`config.mk`:
```
export PLATFORM = sky130hd
export DESIGN_NAME = bus_term_ctl_flat
export DESIGN_NICKNAME = d
export VERILOG_FILES = /design/src/rtl/bus_term_ctl_if.sv /design/src/rtl/bus_term_ctl.sv /design/src/flat_wrapper.sv
export SDC_FILE = /design/constraint.sdc
export NUM_CORES = 1
export LEC_CHECK = 0
export ABC_AREA = 1
export ABC_CLOCK_PERIOD_IN_PS = 4330
export CORE_AREA = 2 2 51 88
export CTS_CLUSTER_SIZE = 25
export DETAILED_ROUTE_END_ITERATION = 10
export DIE_AREA = 0 0 53 90
export DONT_BUFFER_PORTS = 1
export PLACE_DENSITY = 0.63
export SLEW_MARGIN = 20
export SYNTH_ARGS = -nofsm -noshare
export SYNTH_HDL_FRONTEND = slang
export SYNTH_SLANG_ARGS = --single-unit
```
`constraint.sdc`:
```
create_clock -name CPU_CLK -period 4.33 [get_ports CPU_CLK]
set_clock_uncertainty 0.15 [all_clocks]
set_input_delay 0.6495 -clock CPU_CLK [delete_from_list [all_inputs] [get_ports CPU_CLK]]
set_output_delay 0.6495 -clock CPU_CLK [all_outputs]
set_load 0.03 [all_outputs]
```
`src/rtl/bus_term_ctl_if.sv`:
```
// bus_term_ctl_if: 68030 strobe, decoder selects, channel straps
// and termination/watchdog/overlay outputs for bus_term_ctl.
//
// Signals:
//   nAS        CPU address strobe, active low
//   SEL        one-hot decoder channel selects, active high
//   WAIT_CFG   per-channel wait-state count, WAIT_W bits each
//   SYNC_MODE  per-channel 1 = STERM, 0 = /DSACKx
//   PORTSZ     per-channel port size, 2 bits each
//   CI_MASK    per-channel cache-inhibit enable
//   STERM      synchronous termination, active high
//   nDSACK     asynchronous termination, active low
//   nBERR      bus error, active low
//   BOOT_OVL   boot-ROM overlay active
//   CI         cache inhibit, active high
interface bus_term_ctl_if #(
  parameter int NCHAN  = 4,
  parameter int WAIT_W = 3
);
  logic                    nAS;
  logic [NCHAN-1:0]        SEL;
  logic [NCHAN*WAIT_W-1:0] WAIT_CFG;
  logic [NCHAN-1:0]        SYNC_MODE;
  logic [2*NCHAN-1:0]      PORTSZ;
  logic [NCHAN-1:0]        CI_MASK;
  logic                    STERM;
  logic [1:0]              nDSACK;
  logic                    nBERR;
  logic                    BOOT_OVL;
  logic                    CI;

  modport master (
    output nAS,
    output SEL,
    output WAIT_CFG,
    output SYNC_MODE,
    output PORTSZ,
    output CI_MASK,
    input  STERM,
    input  nDSACK,
    input  nBERR,
    input  BOOT_OVL,
    input  CI
  );

  modport slave (
    input  nAS,
    input  SEL,
    input  WAIT_CFG,
    input  SYNC_MODE,
    input  PORTSZ,
    input  CI_MASK,
    output STERM,
    output nDSACK,
    output nBERR,
    output BOOT_OVL,
    output CI
  );
endinterface

```
`src/rtl/bus_term_ctl.sv`:
```
// bus_term_ctl: bus-cycle termination (STERM or /DSACKx after
// programmable wait states), /BERR watchdog, boot overlay and CI.
//
// Ports:
//   CPU_CLK  system clock, rising edge
//   nRST     asynchronous active-low reset
//   bus      bus_term_ctl_if.slave (strobe, selects, straps, outputs)
module bus_term_ctl #(
  parameter int NCHAN        = 4,
  parameter int WAIT_W       = 3,
  parameter int BERR_CYCLES  = 64,
  parameter int BOOT_FETCHES = 4
) (
  input logic           CPU_CLK,
  input logic           nRST,
  bus_term_ctl_if.slave bus
);

  localparam int WD_W = $clog2(BERR_CYCLES + 1);

  typedef enum logic [1:0] {
    S_IDLE,
    S_WAIT,
    S_TERM,
    S_HOLD
  } state_t;

  state_t state;
  state_t stateNxt;

  logic [WAIT_W-1:0] cnt;
  logic [WAIT_W-1:0] cntNxt;

  logic              chSync;
  logic [1:0]        chSz;

  logic [WD_W-1:0]   wd;
  logic [WD_W-1:0]   wdNxt;
  logic              termSeen;
  logic              termSeenNxt;
  logic [3:0]        bootCnt;
  logic [3:0]        bootCntNxt;

  logic              stermQ;
  logic [1:0]        dsackQ;
  logic              berrQ;
  logic              ovlQ;
  logic              ciQ;

  logic              stermNxt;
  logic [1:0]        dsackNxt;
  logic              berrNxt;
  logic              ovlNxt;
  logic              ciNxt;

  logic              anySel;
  logic [WAIT_W-1:0] pickWait;
  logic              pickSync;
  logic [1:0]        pickSz;
  logic              pickCi;

  logic              start;
  logic              endCyc;
  logic              enterTerm;
  logic              termSync;
  logic [1:0]        termSz;
  logic              berrFire;

  // Lowest-index select wins: scan from the top so the
  // last hit written is the lowest one.
  always_comb begin
    anySel   = 1'b0;
    pickWait = '0;
    pickSync = 1'b0;
    pickSz   = 2'b00;
    pickCi   = 1'b0;
    for (int i = NCHAN - 1; i >= 0; i--) begin
      if (bus.SEL[i]) begin
        anySel   = 1'b1;
        pickWait = bus.WAIT_CFG[i*WAIT_W +: WAIT_W];
        pickSync = bus.SYNC_MODE[i];
        pickSz   = bus.PORTSZ[2*i +: 2];
        pickCi   = bus.CI_MASK[i];
      end
    end
  end

  assign start  = (state == S_IDLE) && !bus.nAS;
  assign endCyc = (state != S_IDLE) && bus.nAS;

  // State register
  always_ff @(posedge CPU_CLK or negedge nRST) begin
    if (!nRST) begin
      state <= S_IDLE;
      cnt   <= '0;
    end else begin
      state <= stateNxt;
      cnt   <= cntNxt;
    end
  end

  // Next-state logic; nAS high in any busy state ends the cycle
  always_comb begin
    stateNxt = state;
    cntNxt   = cnt;
    unique case (state)
      S_IDLE: begin
        if (!bus.nAS) begin
          if (!anySel) begin
            stateNxt = S_HOLD;
          end else if (pickWait == '0) begin
            stateNxt = S_TERM;
          end else begin
            stateNxt = S_WAIT;
            cntNxt   = pickWait;
          end
        end
      end
      S_WAIT: begin
        if (bus.nAS) begin
          stateNxt = S_IDLE;
        end else if (cnt == WAIT_W'(1)) begin
          stateNxt = S_TERM;
        end else begin
          cntNxt = cnt - WAIT_W'(1);
        end
      end
      S_TERM: begin
        stateNxt = bus.nAS ? S_IDLE : S_HOLD;
      end
      S_HOLD: begin
        if (bus.nAS) begin
          stateNxt = S_IDLE;
        end
      end
      default: stateNxt = S_IDLE;
    endcase
  end

  // Mode/size come straight from the straps on a zero-wait
  // start, otherwise from the values latched at cycle start.
  assign enterTerm = (stateNxt == S_TERM) && (state != S_TERM);
  assign termSync  = (state == S_IDLE) ? pickSync : chSync;
  assign termSz    = (state == S_IDLE) ? pickSz : chSz;

  // Termination on the firing edge, or any earlier one,
  // keeps /BERR quiet for the rest of the cycle.
  assign berrFire = !bus.nAS &&
                    (wd == WD_W'(BERR_CYCLES - 1)) &&
                    !termSeen && !enterTerm;

  // Output logic: next values of all registered outputs
  always_comb begin
    stermNxt    = enterTerm && termSync;
    dsackNxt    = dsackQ;
    berrNxt     = berrQ;
    wdNxt       = wd;
    termSeenNxt = termSeen;
    bootCntNxt  = bootCnt;
    ciNxt       = ciQ;

    if (stateNxt == S_IDLE) begin
      dsackNxt = 2'b11;
    end else if (enterTerm && !termSync) begin
      dsackNxt = (termSz == 2'b11) ? 2'b00 : termSz;
    end

    if (bus.nAS) begin
      wdNxt       = '0;
      berrNxt     = 1'b1;
      termSeenNxt = 1'b0;
    end else begin
      if (wd != WD_W'(BERR_CYCLES)) begin
        wdNxt = wd + WD_W'(1);
      end
      if (berrFire) begin
        berrNxt = 1'b0;
      end
      termSeenNxt = termSeen | enterTerm;
    end

    if (endCyc && (bootCnt < 4'(BOOT_FETCHES))) begin
      bootCntNxt = bootCnt + 4'd1;
    end
    ovlNxt = bootCntNxt < 4'(BOOT_FETCHES);

    if (start) begin
      ciNxt = ovlQ | (anySel & pickCi);
    end else if (endCyc) begin
      ciNxt = ovlNxt;
    end
  end

  always_ff @(posedge CPU_CLK or negedge nRST) begin
    if (!nRST) begin
      chSync   <= 1'b0;
      chSz     <= 2'b00;
      wd       <= '0;
      termSeen <= 1'b0;
      bootCnt  <= 4'd0;
      stermQ   <= 1'b0;
      dsackQ   <= 2'b11;
      berrQ    <= 1'b1;
      ovlQ     <= 1'b1;
      ciQ      <= 1'b1;
    end else begin
      if (start && anySel) begin
        chSync <= pickSync;
        chSz   <= pickSz;
      end
      wd       <= wdNxt;
      termSeen <= termSeenNxt;
      bootCnt  <= bootCntNxt;
      stermQ   <= stermNxt;
      dsackQ   <= dsackNxt;
      berrQ    <= berrNxt;
      ovlQ     <= ovlNxt;
      ciQ      <= ciNxt;
    end
  end

  assign bus.STERM    = stermQ;
  assign bus.nDSACK   = dsackQ;
  assign bus.nBERR    = berrQ;
  assign bus.BOOT_OVL = ovlQ;
  assign bus.CI       = ciQ;

endmodule
```
`src/flat_wrapper.sv`:
```
// flat-port wrapper written by rule: the top's interface ports become plain ports
module bus_term_ctl_flat 
#(
  parameter int NCHAN        = 4,
  parameter int WAIT_W       = 3,
  parameter int BERR_CYCLES  = 64,
  parameter int BOOT_FETCHES = 4
)
  (CPU_CLK, nRST, bus_nAS, bus_SEL, bus_WAIT_CFG, bus_SYNC_MODE, bus_PORTSZ, bus_CI_MASK, bus_STERM, bus_nDSACK, bus_nBERR, bus_BOOT_OVL, bus_CI);
  bus_term_ctl_if #(.NCHAN(NCHAN), .WAIT_W(WAIT_W)) bus_i ();
  input logic CPU_CLK;
  input logic nRST;
  input wire logic [$bits(bus_i.nAS)-1:0] bus_nAS;
  input wire logic [$bits(bus_i.SEL)-1:0] bus_SEL;
  input wire logic [$bits(bus_i.WAIT_CFG)-1:0] bus_WAIT_CFG;
  input wire logic [$bits(bus_i.SYNC_MODE)-1:0] bus_SYNC_MODE;
  input wire logic [$bits(bus_i.PORTSZ)-1:0] bus_PORTSZ;
  input wire logic [$bits(bus_i.CI_MASK)-1:0] bus_CI_MASK;
  output wire logic [$bits(bus_i.STERM)-1:0] bus_STERM;
  output wire logic [$bits(bus_i.nDSACK)-1:0] bus_nDSACK;
  output wire logic [$bits(bus_i.nBERR)-1:0] bus_nBERR;
  output wire logic [$bits(bus_i.BOOT_OVL)-1:0] bus_BOOT_OVL;
  output wire logic [$bits(bus_i.CI)-1:0] bus_CI;
  assign bus_i.nAS = bus_nAS;
  assign bus_i.SEL = bus_SEL;
  assign bus_i.WAIT_CFG = bus_WAIT_CFG;
  assign bus_i.SYNC_MODE = bus_SYNC_MODE;
  assign bus_i.PORTSZ = bus_PORTSZ;
  assign bus_i.CI_MASK = bus_CI_MASK;
  assign bus_STERM = bus_i.STERM;
  assign bus_nDSACK = bus_i.nDSACK;
  assign bus_nBERR = bus_i.nBERR;
  assign bus_BOOT_OVL = bus_i.BOOT_OVL;
  assign bus_CI = bus_i.CI;
  bus_term_ctl #(.NCHAN(NCHAN), .WAIT_W(WAIT_W), .BERR_CYCLES(BERR_CYCLES), .BOOT_FETCHES(BOOT_FETCHES)) u_core (.CPU_CLK(CPU_CLK), .nRST(nRST), .bus(bus_i));
endmodule
```
[Word-level counts from Yosys, hierarchy flattened]
Cells that the tools add are included.
Operators by class
  $add $sub $neg: 3
  magnitude comparators: 2
  eq/ne operators: 14
  mux-type cells: 47
  bitwise operators: 3
  reduce and logical (&&, ||, !) cells: 24
Operators by type and width (number)
  $mux 2: 15
  $mux 3: 9
  $mux 1: 18
  $mux 7: 2
  $reduce_bool 2->1: 6
  $logic_and 1x1->1: 10
  $ne 2x2->1 const B: 5
  $eq 2x2->1 const B: 4
  $lt 4x3->1 const B: 2
  $pmux 2 s4: 1
  $add 7x1->7 const B: 1
  $eq 7x6->1 const B: 1
  $ne 7x7->1 const B: 1
  $pmux 3 s2: 1
  $reduce_and 6->1: 1
  $add 4x1->4 const B: 1
  $logic_not 1->1: 4
  $logic_not 2->1: 2
  $mux 4: 1
  $eq 3x1->1 const B: 1
  $logic_not 3->1: 1
  $sub 3x1->3 const B: 1
  $eq 2x1->1 const B: 1
  $ne 2x1->1 const B: 1
  2 further kinds: 3
Storage, ports and cells
  bits in registers: 26
  input port bits: 35

[Longest topological paths before layout]
Gate-level depths: netlist (run 1).
  depth after elaboration: 15
  depth in mapped cells: 13

[Worst setup path before layout (run 1)]
Ideal clock, no wire load.
  kind: input-to-reg
  start: input bus_SEL[2]
  end: register u_core.dsackQ[0] (netlist: u_core.bus.nDSACK[0])
  library setup time: 0.084 ns
  arrival: 1.621 ns
  required time: 4.096 ns
  slack: 2.475 ns
  stages on the path: 11
  path buffers: 1
  cells stage by stage: buf_6 a21oi_2 nand2_1 nand2_1 nand2_2 nor2_4 nand3_2 a21oi_4 nand3_2 nand2_1 nand3_1
On the way
  cells in the longest elaborated chain, start to end: 12
RTL lines
  from (decl): RTL line flat_wrapper.sv:14  | input wire logic [$bits(bus_i.SEL)-1:0] bus_SEL;
  $mux 3 (3 in series): RTL line bus_term_ctl.sv:78  | if (bus.SEL[i]) begin
  $logic_not 3->1: RTL line bus_term_ctl.sv:111  | end else if (pickWait == '0) begin
  $mux 2: RTL line bus_term_ctl.sv:111
  $mux 2: RTL line bus_term_ctl.sv:109  | if (!anySel) begin
  $mux 2: RTL line bus_term_ctl.sv:108  | if (!bus.nAS) begin
  $pmux 2 s4: RTL line bus_term_ctl.sv:106  | unique case (state)
  $eq 2x2->1: RTL line bus_term_ctl.sv:142  | assign enterTerm = (stateNxt == S_TERM) && (state != S_TERM);
  $logic_and 1x1->1: RTL line bus_term_ctl.sv:142
  $logic_and 1x1->1: RTL line bus_term_ctl.sv:164  | end else if (enterTerm && !termSync) begin
  $reduce_bool 2->1 (no line)
  to (signal assigned): RTL line bus_term_ctl.sv:215  | dsackQ <= dsackNxt;
  to (decl): RTL line bus_term_ctl.sv:45  | logic [1:0] dsackQ;
Parallel ways exist; a longest one is shown, timed or not. The select of a mux whose other input is x is not followed.
A chain may end at the register's enable or synchronous reset.

[Worst setup path after layout (run 1)]
  start: register u_core.state[0]
  end: register u_core.ciQ (netlist: u_core.bus.CI)
On the way
  cells in the longest elaborated chain, start to end: 7
RTL lines
  from (decl): RTL line bus_term_ctl.sv:28  | state_t state;
  from (signal assigned): RTL line bus_term_ctl.sv:97  | state <= stateNxt;
  $reduce_bool 2->1: RTL line bus_term_ctl.sv:89  | assign endCyc = (state != S_IDLE) && bus.nAS;
  $logic_and 1x1->1: RTL line bus_term_ctl.sv:89
  $logic_and 1x1->1: RTL line bus_term_ctl.sv:182  | if (endCyc && (bootCnt < 4'(BOOT_FETCHES))) begin
  $mux 4: RTL line bus_term_ctl.sv:182
  net u_core.bootCntNxt[2]: RTL line bus_term_ctl.sv:42  | logic [3:0] bootCntNxt;
  $lt 4x3->1: RTL line bus_term_ctl.sv:185  | ovlNxt = bootCntNxt < 4'(BOOT_FETCHES);
  net u_core.ovlNxt: RTL line bus_term_ctl.sv:53  | logic ovlNxt;
  $mux 1: RTL line bus_term_ctl.sv:189  | end else if (endCyc) begin
  $mux 1: RTL line bus_term_ctl.sv:187  | if (start) begin
  to (signal assigned): RTL line bus_term_ctl.sv:218  | ciQ <= ciNxt;
  to (decl): RTL line bus_term_ctl.sv:48  | logic ciQ;
The timed path passes the listed nets, and every way through them passes these cells. The select of a mux whose other input is x is not followed.

==> metrics, run 1 <==
clk buf depth 2; pre-CTS worst setup slack about 2.4 ns; syn nets 250; # clock sinks 26; final hold slack 0.0549 ns; post-CTS setup buffer count 0; CTS clk-pin slew, worst paths around 0.090 ns; Placer Congestion roughly 0.81; Worst EP arrival ~1.9 ns; DP Cell Count 252; CTS Root Cell clkbuf_8; first-pass GRT wire length between 5000 and 6000 µm; post-layout util 0.425; Max-Slew Margin vs Limit 0.578; #FFs+latches synth 26; initial core utilization 0.405; cts bufs inserted 3; Final Net Count 251; Vias/cell a little over 5; Worst Tran Pin Value approximately 0.63 ns; Sequential Area ~660 µm²; Total GRT Usage 0.153; WS Path Type reg -> reg; worst-skew pair later-pin latency between 0.2 and 0.3 ns; setup TNS 0 ns; core area between 4000 and 5000 µm²; WL/cell around 13 µm; Synth Instances approximately 210; min Tclk post-route ~1.9 ns; endpoints failing hold 0; met2 WL post-DR 1860 µm; # port buffers 0; PD cells between 400 and 500 nW/µm²; outcome completed; Metal-1 WL between 1000 and 1500 µm; final setup fails 0; vias in the first global route between 1000 and 1500; fraction of layout cells with a size suffix above 1 0.163; multi-input logic area ~850 µm²; Layout Cells excl Fill 257; CP startpoint kind register; Die Area between 4000 and 5000 µm²; syn_area_per_cell 7.93 µm²; total congestion overflow 0; post-DP HPWL roughly 2700 µm; CTS Hold Bufs 1; diode count 0; initial antenna violation count 0; area grow syn2layout 5.01%; post-route ant nets 0; Ports approximately 40; Synth Warn # 0; RSZ-0062 raised after global routing no; Leak roughly 0.81 nW; Total Wirelength about 3400 µm; Remaining DRCs 0; vias after detailed routing between 1000 and 1500; Iter 0 DRT Violations 12; Seq/Total Area, Yosys 0.398; Crit. End Element register; DR top layer met4; Final Max Slew Viols 0; CTS tree built; unique cell type count in the Yosys netlist 36; row cnt 31; DR pass1 iterations 4; # fillers 420; crit path max fanout 7; post-cts gate resize count 0; worst hold-check path type in -> async; H-tree levels 1; period utilisation layout 0.428; met3 wire len ~200 µm; largest net degree at the start of global routing 22; Max Clk Rate between 500 and 600 MHz; maximum VDD drop between 0.2 and 0.25 mV; DIE HEIGHT roughly 90 µm; post-route setup slack ~2.5 ns; width of the chip about 53 µm; # Max-Cap Violations 0; reg2reg setup slack about 2.5 ns; required time of the critical path 4.38 ns; synthesized area between 1500 and 2000 µm²
[layout make-up]
class                      count  area share
multi-input combinational    150       0.489
timing repair buffer           1     0.00289
tap                           49      0.0354
inverter                      27      0.0614
clock buffer                   4      0.0318
sequential                    26       0.379
[layout by cell type, fill, tap and decap left out, drive strengths merged]
cell type  count
nand2         40
nand3         14
ha             7
o21ai         16
and2           1
or2            2
xnor2          2
buf            1
inv           26
nor2          31
nor4           1
a21o           1
dfrtp         21
and3           1
a22oi          1
clkbuf         4
clkinv         1
a31oi          5
a21boi         1
mux2           1
nand4          3
dfstp          5
nor3           2
o211ai         1
a21oi         20
[Yosys cell counts (all sizes together)]
cell type / instances / area (µm²)
a22oi: 1 / 7.51
a21o: 1 / 7.51
o21ai: 16 / 80.1
nand4: 3 / 18.8
and3: 1 / 6.26
dfrtp: 21 / 526
xnor2: 2 / 17.5
mux2: 1 / 11.3
nor2: 31 / 146
nor3: 2 / 10.0
nand3: 14 / 95.1
nor4: 1 / 6.26
or2: 2 / 12.5
dfstp: 5 / 131
clkinv: 1 / 3.75
buf: 4 / 35.0
clkbuf: 1 / 3.75
a21boi: 1 / 18.8
ha: 7 / 87.6
nand2: 40 / 158
inv: 26 / 103
o211ai: 1 / 7.51
a31oi: 5 / 31.3
and2: 1 / 6.26
a21oi: 20 / 119
[power by group]
part           switching [W]  internal, W  leakage (nW)
sequential         0.0000521     0.000298         0.321
clock              0.0000785    0.0000815        0.0288
combinational       0.000185     0.000107         0.465
[worst paths after layout]
kind / start / endpoint / depth (start not counted)
worst min register to register: u_core.bootCnt[3] / u_core.bootCnt[3] / 0
worst max-delay path: u_core.state[0] / u_core.bus.CI / 9
min in group CPU_CLK: u_core.bootCnt[3] / u_core.bootCnt[3] / 0
worst max register to register: u_core.state[0] / u_core.bus.CI / 9
max in group asynchronous: nRST / u_core.termSeen / 1
worst min-delay path: nRST / u_core.bus.BOOT_OVL / 0
[kinds of logic after synthesis]
group,synth area share
flops,0.398
fa+ha+maj,0.0531
mux,0.00683
xor+xnor,0.0106
buf+inv,0.0880
simple gates,0.278
compound gates,0.165
[registers in the layout, summed over array words and instances, names as in the netlist]
register,count
u_core.wd,7
u_core.bootCnt,4
u_core.cnt,3
u_core.bus.nDSACK,2
u_core.chSz,2
u_core.state,2
u_core.bus.BOOT_OVL,1
u_core.bus.CI,1
u_core.bus.STERM,1
u_core.bus.nBERR,1
u_core.chSync,1
u_core.termSeen,1
[stage by stage]
stage	instance area (µm²)	total power (W)
finish	1730	0.000802
global route	1730	0.000869
CTS	1740	0.000813
detailed placement	1670	0.000644
global placement	1670	0.000639
floorplan	1650	0.000590
[metal layers]
layer,vias up,GRT usage
li1,678,-
met1,594,0.149
met2,37,0.285
met3,7,0.0299
met4,0,0.0748
met5,-,0
[critical path: stages (launching register included)]
cell	delay, ns
dfrtp_1	0.43
nor2_4	0.21
inv_2	0.08
ha_1	0.20
nand2_1	0.05
o21ai_0	0.08
or2_2	0.28
inv_1	0.08
o21ai_0	0.07
o21ai_0	0.15
Note: power is estimated with default switching activity, not from simulation.
==> inputs of run 2 (changes only) <==
ABC_CLOCK_PERIOD_IN_PS = 1710   (was 4330)
clock period = 1.71 ns   (was 4.33 ns; I/O delays follow)
==> run 2 against run 1 <==
  * Global-route usage rose by 0.54 points
  * Sequential cell count did not move
  * Total power rose to 2.8 times the previous value
  * Largest cell class unchanged
  * Maximum frequency rose by 13%
  * Critical endpoint unchanged
  * First-iteration DRC count rose by 67%
  * Worst hold slack got worse by 0.042 ns
==> metrics, run 2 (synthesized netlist as in run 1, its figures left out) <==
outcome completed; diode count 0; WL/cell 12.6 µm; Hold Crit Start bus_SEL[0]; Worst EP arrival 1.69 ns; clk buf depth 2; Die Area approximately 4800 µm²; final hold slack 0.0124 ns; Reg-to-Reg Start u_core.state[1]; Ports 41; total congestion overflow 0; period utilisation layout 0.958; CTS tree built; Placed Area 1730 µm²; max reg flops 7; post-route ant nets 0; Min-Delay Path Depth 2; Total GRT Usage 0.159; Placer Congestion around 0.78; Worst Tran Pin Value about 0.37 ns; Iter 0 DRT Violations 20; final setup fails 0; Top reg by flops u_core.wd; Final Max Slew Viols 0; fraction of layout cells with a size suffix above 1 0.232; Final Net Count 263; # fillers between 400 and 500; most frequent cells in the layout nand2_1 (37), nor2_1 (23), dfrtp_1 (21); worst reg2reg path endpoint u_core.bus.CI; # Max-Cap Violations 0; largest net degree at the start of global routing 27; vias after detailed routing 1366; first-pass GRT wire length approximately 5800 µm; Max-Slew Margin vs Limit 0.751; Reg2Reg Depth 9; vias in the first global route 1446; endpoints failing hold 0; area grow syn2layout 14.1%; H-tree levels 1; DP Cell Count 260; Layout Cells excl Fill about 270; cts bufs inserted 3; CP startpoint kind register; Max Clk Rate between 600 and 700 MHz; PD cells around 1200 nW/µm²; WS Path Type reg -> reg; initial core utilization 0.405; crit path max fanout 3; row cnt 31; core area between 4000 and 5000 µm²; initial antenna violation count 0; Leak just under 0.9 nW; Hold Path Sink u_core.chSz[0]; maximum VDD drop just under 0.8 mV; # port buffers 0; Total Wirelength about 3400 µm; width of the chip around 53 µm; commonest non-fill, non-tap cell in the layout nand2_1; DIE HEIGHT 90 µm; CTS Root Cell clkbuf_8; min Tclk post-route between 1.5 and 2 ns; post-DP HPWL ~2600 µm; required time of the critical path between 1.5 and 2 ns; CTS clk-pin slew, worst paths 0.09 ns; Remaining DRCs 0; worst hold-check path type in -> reg; Crit. End Element register; DR pass1 iterations 4; # clock sinks 26; Vias/cell 5.08; RSZ-0062 raised after global routing yes; reg2reg setup slack 0.07 ns; worst-skew pair later-pin latency about 0.26 ns; CP startpoint u_core.state[1]; Top Registers u_core.wd: 7 flops, u_core.bootCnt: 4 flops, u_core.cnt: 3 flops; design area between 1500 and 2000 µm²
==> run 2: critical path: stages (launching register included) <==
cell	delay, ns
dfrtp_1	0.43
nor2_4	0.14
inv_2	0.05
ha_1	0.18
nand2_1	0.08
o21ai_2	0.06
or2_4	0.23
inv_2	0.05
o21ai_0	0.07
o21ai_1	0.14
==> run 2: repair_timing <==
| item | in CTS | in global routing |
|---|---|---|
| pin swaps | 0 | 4 |
| setup endpoints to repair | 1 | 5 |
| hold buffers | 3 | 0 |
| hold endpoints to repair | 29 | 0 |
| buffers inserted | 1 | 1 |
| resized for setup | 0 | 16 |
==> run 2: metrics by stage <==
step	power, W	setup slack (ns)	utilization	setup TNS (ns)
floorplan	0.00150	0.0312	-	0
global placement	0.00172	0.0506	0.425	0
detailed placement	0.00174	0.00705	0.425	0
CTS	0.00213	0.0104	0.448	0
global route	0.00242	-0.0576	0.462	-0.164
finish	0.00222	0.0714	0.462	0
==> run 2: worst max-delay path by stage <==
stage | endpoint | slack [ns] | depth (start not counted)
after floorplan | u_core.bus.CI | 0.03 | 9
after global placement | u_core.chSz[1] | 0.05 | 8
after detailed placement | u_core.bus.CI | 0.007 | 9
after CTS | u_core.bus.CI | 0.01 | 9
after global routing | u_core.bus.nDSACK[0] | -0.06 | 11
final | u_core.bus.CI | 0.07 | 9
==> run 2: routing by layer <==
layer,share of wire,vias up,track usage
met5,0,-,0
met4,0.0097,0,0.0577
met3,0.048,2,0.0199
met2,0.55,33,0.305
met1,0.39,626,0.161
li1,-,705,-
==> run 2: power breakdown <==
group / switching, W / internal [W] / total (W)
combinational: 0.000536 / 0.000437 / 0.000973
sequential: 0.000138 / 0.000755 / 0.000893
clock: 0.000183 / 0.000166 / 0.000349
total: 0.000857 / 0.00136 / 0.00222
==> run 2: area by class of cell <==
class                      instances  area, µm²  share of cell area
clock buffer                       4       45.0              0.0239
inverter                          27        106              0.0565
multi-input combinational        150        893               0.475
sequential                        26        657               0.349
tap                               49       61.3              0.0326
timing repair buffer              13        119              0.0632
==> inputs of run 3 (changes only) <==
ABC_CLOCK_PERIOD_IN_PS = 1300   (was 1710)
GPL_TIMING_DRIVEN = 1   (was not set)
PLACE_DENSITY = 0.65   (was 0.63)
clock period = 1.3 ns   (was 1.71 ns; I/O delays follow)
==> run 3 against run 2 <==
  * Total power increased by 60%
  * First-iteration DRC count down 10%
  * Worst hold slack got worse by 0.073 ns
  * Via count is 9.5% higher
  * Largest power group unchanged
  * The flow now finishes with violations (negative hold slack, negative setup slack)
  * Maximum frequency up 3.8%
==> metrics, run 3 (synthesized netlist as in run 1, its figures left out) <==
# port buffers 0; row cnt 31; Top reg by flops u_core.wd; commonest non-fill, non-tap cell in the layout nand2_1; H-tree levels 1; width of the chip between 50 and 60 µm; post-DP HPWL 2760 µm; # Max-Cap Violations 0; WL/cell ~13 µm; CTS Hold Bufs 5; Reg-to-Reg Start u_core.state[1]; max reg flops 7; # clock sinks 26; initial core utilization 0.405; Total GRT Usage 0.173; Placer Congestion between 0.7 and 0.8; failing checks negative hold slack, negative setup slack; CTS Root Cell clkbuf_8; Min-Delay Path Depth 2; Ports 41; initial antenna violation count 0; post-route ant nets 0; CP delay by family, top simple AND/OR/NAND/NOR gates; worst-skew pair later-pin latency approximately 0.27 ns; crit path max fanout 3; PD cells between 1500 and 2000 nW/µm²; Reg2Reg Depth 9; RSZ-0062 raised after global routing yes; Remaining DRCs 0; min Tclk post-route 1.58 ns; Hold Path Sink u_core.chSz[1]; CTS tree built; cts bufs inserted 3; worst hold-check path type in -> reg; most frequent cells in the layout nand2_1 (33), buf_4 (30), dfrtp_1 (20); Total Wirelength around 3800 µm; Final Max Slew Viols 0; total congestion overflow 0; Max Clk Rate ~630 MHz; endpoints failing hold 1; Vias/cell ~5.1; Total Power approximately 0.0036 W; area grow syn2layout 39.9%; fraction of layout cells with a size suffix above 1 0.427; Hold Crit Start bus_PORTSZ[1]; final setup fails 21; Iter 0 DRT Violations 18; Leak 1.04 nW; Top Registers u_core.wd: 7 flops, u_core.bootCnt: 4 flops, u_core.cnt: 3 flops; design area roughly 2300 µm²; post-route setup slack -0.278 ns; Crit. End Element register; vias in the first global route between 1000 and 1500; worst reg2reg path endpoint u_core.bus.CI; WS Path Type reg -> reg; clk buf depth 2; first-pass GRT wire length 6280 µm; final hold slack -0.0610 ns; Crit path depth 9; Worst Tran Pin Value 0.352 ns; Placed Area 1950 µm²; DIE HEIGHT roughly 90 µm; largest net degree at the start of global routing 27; CTS clk-pin slew, worst paths about 0.09 ns; period utilisation layout 1.21; # fillers approximately 380; vias after detailed routing approximately 1500; Max-Slew Margin vs Limit 0.763; CP startpoint kind register; Final Net Count just under 300; Worst EP arrival roughly 1.6 ns; outcome finished with violations; Die Area ~4800 µm²; required time of the critical path between 1 and 1.5 ns; Worst path max stage delay 0.42 ns; reg2reg setup slack -0.28 ns; maximum VDD drop between 1 and 1.5 mV; DR pass1 iterations 4; crit-path cells nor2_4 -> inv_2 -> ha_4 -> nand2_2 -> o21ai_2 -> or2_4 -> inv_2 -> o21ai_1 -> o21ai_1; Worst path slowest cell dfrtp_1; WP buf/inv 2; post-layout util 0.567; core area 4070 µm²; diode count 0
## run 3: final cells by class
cell class                 instances  area (µm²)  area share
multi-input combinational        150        1070       0.464
sequential                        26         658       0.285
timing repair buffer              39         330       0.143
inverter                          27         116      0.0504
tap                               49        61.3      0.0266
clock buffer                       3        41.3      0.0179
clock inverter                     1        30.0      0.0130
## run 3: worst max path at each step
stage	from	to	slack, ns
final	u_core.state[1]	u_core.bus.CI	-0.28
after global routing	u_core.state[1]	u_core.bus.CI	-0.39
after CTS	u_core.state[0]	u_core.chSz[0]	-0.27
after detailed placement	u_core.cnt[1]	u_core.bus.nDSACK[1]	-0.29
after global placement	u_core.state[1]	u_core.chSz[0]	-0.26
after floorplan	u_core.state[1]	u_core.bus.CI	-0.27
## run 3: power by group
group          switching, W  leakage, nW  internal, W
Sequential         0.000181        0.320     0.000994
Combinational      0.000864        0.683     0.000845
Clock              0.000258       0.0357     0.000412
## run 3: timing repair
| item | CTS | global route |
|---|---|---|
| buffers inserted | 3 | 4 |
| hold endpoints to repair | 33 | 1 |
| pin swaps | 9 | 9 |
| gates resized for setup | 26 | 24 |
| setup endpoints to repair | 22 | 24 |
| cloned | 0 | 0 |
## run 3: routing by layer
metal,up-vias,part of all wire,GRT usage,wire (µm)
met5,-,0,0,0
li1,759,-,-,-
met2,41,0.56,0.308,2110
met4,0,0.025,0.0769,95
met1,690,0.38,0.190,1440
met3,6,0.041,0.0266,154
## run 3: stage by stage
stage | std cells | hold WS [ns] | setup TNS, ns | worst slack [ns]
2_1_floorplan | 208 | -0.251 | -1.81 | -0.272
3_3_place_gp | 280 | -0.249 | -3.05 | -0.257
3_5_place_dp | 280 | -0.250 | -3.48 | -0.290
4_1_cts | 291 | -0.0606 | -3.47 | -0.274
5_1_grt | 295 | -0.0680 | -5.72 | -0.391
6_report | 295 | -0.0610 | -3.59 | -0.278
